### src/rtl/vga_stream_timing.sv
// VGA/HDMI timing generator: sync/DE from free-running counters, pixel requests
// issued REQ_LEAD cycles ahead of display, and built-in test patterns.
module vga_stream_timing #(
  parameter int X_BITS   = 12,
  parameter int Y_BITS   = 12,
  parameter int DATA_W   = 16,
  parameter int H_ACT    = 640,
  parameter int H_FP     = 16,
  parameter int H_SYNC   = 96,
  parameter int H_BP     = 48,
  parameter int V_ACT    = 480,
  parameter int V_FP     = 10,
  parameter int V_SYNC   = 2,
  parameter int V_BP     = 33,
  parameter bit HS_POL   = 1'b0,
  parameter bit VS_POL   = 1'b0,
  parameter int REQ_LEAD = 2
) (
  input  logic              clk,
  input  logic              rst_n,
  input  logic [1:0]        mode,
  input  logic [DATA_W-1:0] fill_color,
  input  logic [DATA_W-1:0] pixel_data,
  output logic              data_req,
  output logic              hsync,
  output logic              vsync,
  output logic              de,
  output logic [X_BITS-1:0] posx,
  output logic [Y_BITS-1:0] posy,
  output logic [DATA_W-1:0] vga_out,
  output logic              frame_start,
  output logic              line_start
);

  localparam int H_TOTAL = H_ACT + H_FP + H_SYNC + H_BP;
  localparam int V_TOTAL = V_ACT + V_FP + V_SYNC + V_BP;
  // Stage 0 is aligned with data_req; stage REQ_LEAD with the returning pixel.
  localparam int NST     = REQ_LEAD + 1;
  localparam int BAR_W   = (H_ACT / 8 > 0) ? H_ACT / 8 : 1;
  localparam int BAR_END = 8 * (H_ACT / 8);

  localparam logic [X_BITS-1:0] H_LAST  = X_BITS'(H_TOTAL - 1);
  localparam logic [X_BITS-1:0] H_ACT_C = X_BITS'(H_ACT);
  localparam logic [X_BITS-1:0] HS_BEG  = X_BITS'(H_ACT + H_FP);
  localparam logic [X_BITS-1:0] HS_END  = X_BITS'(H_ACT + H_FP + H_SYNC);
  localparam logic [Y_BITS-1:0] V_LAST  = Y_BITS'(V_TOTAL - 1);
  localparam logic [Y_BITS-1:0] V_ACT_C = Y_BITS'(V_ACT);
  localparam logic [Y_BITS-1:0] VS_BEG  = Y_BITS'(V_ACT + V_FP);
  localparam logic [Y_BITS-1:0] VS_END  = Y_BITS'(V_ACT + V_FP + V_SYNC);

  logic [X_BITS-1:0] h_cnt_q, h_cnt_d;
  logic [Y_BITS-1:0] v_cnt_q, v_cnt_d;
  logic [1:0]        active_mode_q, mode_cur;
  logic              h_wrap, frame_origin, raw_de, raw_hs, raw_vs;

  logic              pl_de_q   [NST];
  logic              pl_hs_q   [NST];
  logic              pl_vs_q   [NST];
  logic [X_BITS-1:0] pl_x_q    [NST];
  logic [Y_BITS-1:0] pl_y_q    [NST];
  logic [1:0]        pl_mode_q [NST];

  logic              data_req_q, de_q, hs_q, vs_q, frame_start_q, line_start_q;
  logic [X_BITS-1:0] posx_q;
  logic [Y_BITS-1:0] posy_q;
  logic [DATA_W-1:0] vga_q, pix_d, bar_pix;

  logic              lde, lhs, lvs, gx0, gy0;
  logic [X_BITS-1:0] lx;
  logic [Y_BITS-1:0] ly;
  logic [1:0]        lmode;
  logic [2:0]        bar_idx;
  logic              bar_r, bar_g, bar_b;

  always_comb begin
    h_wrap  = (h_cnt_q == H_LAST);
    h_cnt_d = h_wrap ? '0 : h_cnt_q + X_BITS'(1);
    v_cnt_d = v_cnt_q;
    if (h_wrap) v_cnt_d = (v_cnt_q == V_LAST) ? '0 : v_cnt_q + Y_BITS'(1);
    // A mode written exactly at the frame origin applies to that frame already.
    frame_origin = (h_cnt_q == '0) && (v_cnt_q == '0);
    mode_cur     = frame_origin ? mode : active_mode_q;
    raw_de = (h_cnt_q < H_ACT_C) && (v_cnt_q < V_ACT_C);
    raw_hs = (h_cnt_q >= HS_BEG) && (h_cnt_q < HS_END);
    raw_vs = (v_cnt_q >= VS_BEG) && (v_cnt_q < VS_END);
  end

  always_ff @(posedge clk) begin
    if (!rst_n) begin
      h_cnt_q       <= '0;
      v_cnt_q       <= '0;
      active_mode_q <= '0;
      for (int i = 0; i < NST; i++) begin
        pl_de_q[i]   <= 1'b0;
        pl_hs_q[i]   <= 1'b0;
        pl_vs_q[i]   <= 1'b0;
        pl_x_q[i]    <= '0;
        pl_y_q[i]    <= '0;
        pl_mode_q[i] <= '0;
      end
    end else begin
      h_cnt_q       <= h_cnt_d;
      v_cnt_q       <= v_cnt_d;
      active_mode_q <= mode_cur;
      pl_de_q[0]    <= raw_de;
      pl_hs_q[0]    <= raw_hs;
      pl_vs_q[0]    <= raw_vs;
      pl_x_q[0]     <= h_cnt_q;
      pl_y_q[0]     <= v_cnt_q;
      pl_mode_q[0]  <= mode_cur;
      for (int i = 1; i < NST; i++) begin
        pl_de_q[i]   <= pl_de_q[i-1];
        pl_hs_q[i]   <= pl_hs_q[i-1];
        pl_vs_q[i]   <= pl_vs_q[i-1];
        pl_x_q[i]    <= pl_x_q[i-1];
        pl_y_q[i]    <= pl_y_q[i-1];
        pl_mode_q[i] <= pl_mode_q[i-1];
      end
    end
  end

  always_comb begin
    lde   = pl_de_q[NST-1];
    lhs   = pl_hs_q[NST-1];
    lvs   = pl_vs_q[NST-1];
    lx    = pl_x_q[NST-1];
    ly    = pl_y_q[NST-1];
    lmode = pl_mode_q[NST-1];
    // Bars beyond the last full-width bar fall into index 7 (black).
    bar_idx = (int'(lx) >= BAR_END) ? 3'd7 : 3'(int'(lx) / BAR_W);
    bar_r   = ~bar_idx[1];
    bar_g   = ~bar_idx[2];
    bar_b   = ~bar_idx[0];
  end

  if (DATA_W == 24) begin : g_rgb888
    assign bar_pix = {{8{bar_r}}, {8{bar_g}}, {8{bar_b}}};
  end else begin : g_rgb565
    assign bar_pix = {{5{bar_r}}, {6{bar_g}}, {5{bar_b}}};
  end

  if (X_BITS >= 5) begin : g_gx_wide
    assign gx0 = (lx[4:0] == 5'd0);
  end else begin : g_gx_narrow
    assign gx0 = (lx == '0);
  end

  if (Y_BITS >= 5) begin : g_gy_wide
    assign gy0 = (ly[4:0] == 5'd0);
  end else begin : g_gy_narrow
    assign gy0 = (ly == '0);
  end

  always_comb begin
    pix_d = '0;
    if (lde) begin
      case (lmode)
        2'd0:    pix_d = pixel_data;
        2'd1:    pix_d = bar_pix;
        2'd2:    pix_d = fill_color;
        default: pix_d = (gx0 || gy0) ? '1 : '0;
      endcase
    end
  end

  always_ff @(posedge clk) begin
    if (!rst_n) begin
      data_req_q    <= 1'b0;
      de_q          <= 1'b0;
      hs_q          <= ~HS_POL;
      vs_q          <= ~VS_POL;
      posx_q        <= '0;
      posy_q        <= '0;
      vga_q         <= '0;
      frame_start_q <= 1'b0;
      line_start_q  <= 1'b0;
    end else begin
      data_req_q    <= raw_de && (mode_cur == 2'd0);
      de_q          <= lde;
      hs_q          <= lhs ? HS_POL : ~HS_POL;
      vs_q          <= lvs ? VS_POL : ~VS_POL;
      posx_q        <= lde ? lx : '0;
      posy_q        <= lde ? ly : '0;
      vga_q         <= pix_d;
      frame_start_q <= lde && (lx == '0) && (ly == '0);
      line_start_q  <= lde && (lx == '0);
    end
  end

  assign data_req    = data_req_q;
  assign hsync       = hs_q;
  assign vsync       = vs_q;
  assign de          = de_q;
  assign posx        = posx_q;
  assign posy        = posy_q;
  assign vga_out     = vga_q;
  assign frame_start = frame_start_q;
  assign line_start  = line_start_q;

endmodule

### config.mk
export PLATFORM = sky130hd
export DESIGN_NAME = vga_stream_timing
export DESIGN_NICKNAME = d
export VERILOG_FILES = /design/src/rtl/vga_stream_timing.sv
export SDC_FILE = /design/constraint.sdc
export NUM_CORES = 1
export LEC_CHECK = 0
export BUFFER_PORTS_ARGS = -buffer_cell sky130_fd_sc_hd__buf_2
export CORE_MARGIN = 3
export CORE_UTILIZATION = 56
export CTS_CLUSTER_SIZE = 40
export DETAILED_ROUTE_END_ITERATION = 10
export PLACE_DENSITY = 0.81
export SLEW_MARGIN = 10
export SYNTH_ARGS = -nofsm -noshare
export SYNTH_HDL_FRONTEND = slang
export SYNTH_SLANG_ARGS = --single-unit
### constraint.sdc
create_clock -name clk -period 4 [get_ports clk]
set_clock_uncertainty 0.15 [all_clocks]
set_input_delay 0 -clock clk [delete_from_list [all_inputs] [get_ports clk]]
set_output_delay 0 -clock clk [all_outputs]
set_load 0.1 [all_outputs]
==> key figures <==
Status
  • Status: complete, no violations

Placement
  • Port Buffers: just over 80
  • Post-DP HPWL: between 8000 and 9000 microns
  • Gp weighted congestion: between 0.8 and 0.9

Yosys
  • Primary FF master, synth: dfxtp_1
  • Register area share after synthesis: 53.44%
  • Synth warn: 0
  • Area of the mapped netlist: around 5900 sq um
  • Asr flop ratio synth: 0%
  • Post-synthesis cell type count: 67
  • Mapped Cells: 591
  • EDFF count, synth: 0
  • Net Count, Synth: 632
  • Syn_area_per_cell: around 10 sq um
  • Synthesis-stage register bit count: between 150 and 200

Floorplanning
  • Initial Util: 58.82%
  • Number of top-level pins: 82
  • FP Rows: 36
  • Die area: 11770 sq um
  • Die height: approximately 110 microns
  • Core Region: around 10000 sq um
  • Die Wd: between 100 and 150 microns

STA
  • RSZ-0062 raised after global routing: no
  • Setup TNS: 0 ns
  • Min Tclk post-route: between 3 and 4 ns
  • Fin crit share: a little over nine tenths
  • WHS: 0.1505 ns
  • Max Clk Rate: between 200 and 300 MHz
  • Final hold violations: 0
  • Final setup vio count: 0
  • Slew @ Worst Pin: approximately 1.1 ns
  • Max Slew Vio Count: 0
  • Slew margin rel.: between 20% and 30%

Global route
  • Grt ovf: 0
  • Vias in the first global route: 4413
  • Largest net degree at the start of global routing: 64
  • Initial antenna violation count: 0
  • First-pass GRT wire length: around 21000 microns
  • GRT Overall Usage: between 20% and 30%

Critical path
  • CP Class: register to register
  • Worst Path Required: ~4.3 ns
  • Max incr delay on CP: about 0.62 ns
  • Crit-path cells: nor2_1 -> inv_1 -> ha_1 -> and2b_1 -> a2bb2oi_1 -> o211ai_2 -> o21ai_2 -> nor3b_1 -> o21bai_1 -> a21oi_1 -> dlygate4sd3_1
  • Worst endpoint data arrival time: ~4 ns
  • Crit path max-delay cell type: nor3b_1
  • Crit path buffers/inverters: 2
  • CP Launch Type: register
  • CP delay by family, top: simple AND/OR/NAND/NOR gates
  • Setup crit end kind: register
  • Crit-path max FO: 10

CTS
  • Clock buffer depth: 2
  • Root buffer cell: clkbuf_8
  • Clk_lat worst skew: between 0.5 and 0.6 ns
  • Clock transition at path regs: approximately 0.07 ns
  • CTS Buf Count: 17
  • # clock sinks: ~160
  • Post-CTS Setup Repair Bufs: 0
  • Depth of the CTS H-tree: 4
  • TritonCTS clock tree: yes
  • Post-CTS resize count: 0
  • Hold buffers post-CTS: 35

Drt
  • Per-cell routed wire length: around 16 microns
  • Drt pass-1 iters: 5
  • Drt initial violations: 295
  • Total detailed-routing wirelength: about 13000 microns
  • Via density per instance: roughly 5.4
  • Vias: 4529
  • DR DRC count: 0
  • Post-DRT Antenna Nets: 0

Cells and area
  • N_diodes: 0
  • Synth-to-layout area growth: 24.12%
  • Filler instances: 688
  • Layout Nets: 741
  • Share of cells above drive strength 1: between 20 and 25%
  • Multi-input combinational cell area: roughly 2600 sq um
  • Final core utilization: between 70% and 80%
  • Area occupied by registers: 3143 sq um

Power
  • Leakage: about 0.0031 uW
  • PwrDens: 454.5 nW/um^2
  • Worst vdd ir: roughly 0.00027 V

Run
  • Max-cap viol count: 0

Worst hold path
  • Hold Path Class: input port to register
==> registers in the layout, indices dropped and copies added, names as in the netlist, 3 cells and up <==
register / count
h_cnt_q: 12
pl_de_q: 3
pl_hs_q: 3
pl_mode_q: 5
pl_vs_q: 3
pl_x_q: 36
pl_y_q: 36
posx: 12
posy: 12
v_cnt_q: 12
vga_out: 16
==> Yosys cell counts (2+ instances only) <==
cell,instances,area share [%]
nor2_1,54,3.4
nor2b_1,10,1.1
o221a_2,2,0.38
a21oi_1,19,1.6
o21ai_1,9,0.77
o21bai_1,3,0.38
dfxtp_1,157,53
a221oi_2,5,1.3
or2_2,3,0.32
xnor2_1,7,1.0
or4_1,5,0.64
nand3_2,2,0.34
clkbuf_1,23,1.5
nand3_1,17,1.4
nor4_1,7,0.74
and3_1,25,2.7
nor3_1,12,1.0
nand4b_1,2,0.30
buf_2,5,0.43
and2_1,86,9.1
nand4_1,9,0.96
and4_1,4,0.60
a31oi_4,2,0.72
nor3b_1,3,0.38
a211oi_1,4,0.51
nand2_1,17,1.1
or3_1,7,0.74
xor2_1,10,1.5
o21ai_0,15,1.3
inv_1,12,0.77
a2bb2oi_1,2,0.30
mux2i_1,11,1.9
ha_1,5,1.1
nand2b_1,4,0.43
==> layout make-up <==
cell class                      count  area share [%]
Clock buffer                       17           5.673
Clock inverter                     15           2.399
Inverter                           13          0.6684
Multi-Input combinational cell    392           35.27
Sequential cell                   157           43.05
Tap cell                          133           2.279
Timing Repair Buffer              119           10.66
==> path summary, 6_finish.rpt <==
path	from	endpoint	slack (ns)	depth (start not counted)
max	pl_x_q[0][34]	vga_out[6]	0.25	11
min reg2reg	pl_hs_q[0][2]	hsync	0.21	1
min	mode[1]	pl_mode_q[0][1]	0.15	4
max reg2reg	pl_x_q[0][34]	vga_out[6]	0.25	11
==> tightest hold or removal path, cell delays in order <==
cell	delay, ns
dlygate4sd3_1	0.51
buf_2	0.11
mux2i_1	0.06
nor2b_1	0.10
==> logic make-up (layout without fill, tap and decap cells) <==
family	after synthesis	after routing	synth area share [%]
AOI/OAI and AO/OA	81	81	10.85
xor gates and xnor gates	17	17	2.531
adders and majority gates	5	5	1.064
buffers and inverters	42	164	2.786
DFF	157	157	53.44
muxes	12	12	2.063
and+or+nand+nor	277	277	27.27
==> cells in the final DEF, fill, tap and decap left out, types with 12 or more instances in the layout <==
cell type / Yosys / final
buf_2: 5 / 81
nor2_1: 54 / 54
nand2_1: 17 / 17
nor3_1: 12 / 12
and3_1: 25 / 25
a21oi_1: 19 / 19
o21ai_0: 15 / 15
dlygate4sd3_1: 0 / 35
nand3_1: 17 / 17
dfxtp_1: 157 / 157
clkbuf_16: 0 / 16
and2_1: 86 / 86
inv_1: 12 / 12
==> through the flow <==
step / area (sq um) / power (uW) / worst slack, ns / cells
2_1_floorplan: 5882 / 1724 / 0.9496 / 591
3_3_place_gp: 6361 / 1758 / 0.6751 / 779
3_5_place_dp: 6361 / 1763 / 0.5369 / 779
4_1_cts: 7301 / 3337 / 0.3052 / 846
5_1_grt: 7301 / 3426 / 0.01809 / 846
6_report: 7301 / 3318 / 0.2485 / 846
==> routing by layer <==
| layer | GRT usage, % | share of wire, % | vias up |
|---|---|---|---|
| li1 | - | - | 2269 |
| met1 | 26.30 | 42 | 2071 |
| met2 | 40.16 | 49 | 168 |
| met3 | 5.373 | 6.5 | 21 |
| met4 | 10.19 | 2.2 | 0 |
| met5 | 0 | 0 | - |
==> report_power, final <==
part	switching, uW	internal [uW]	total (uW)	leakage [uW]
sequential	14.6	1580	1590	0.00127
clock	697	861	1560	0.000288
combinational	99.8	66.1	166	0.00157
total	811	2510	3320	0.00312
Power figures use the tool's default switching activity.
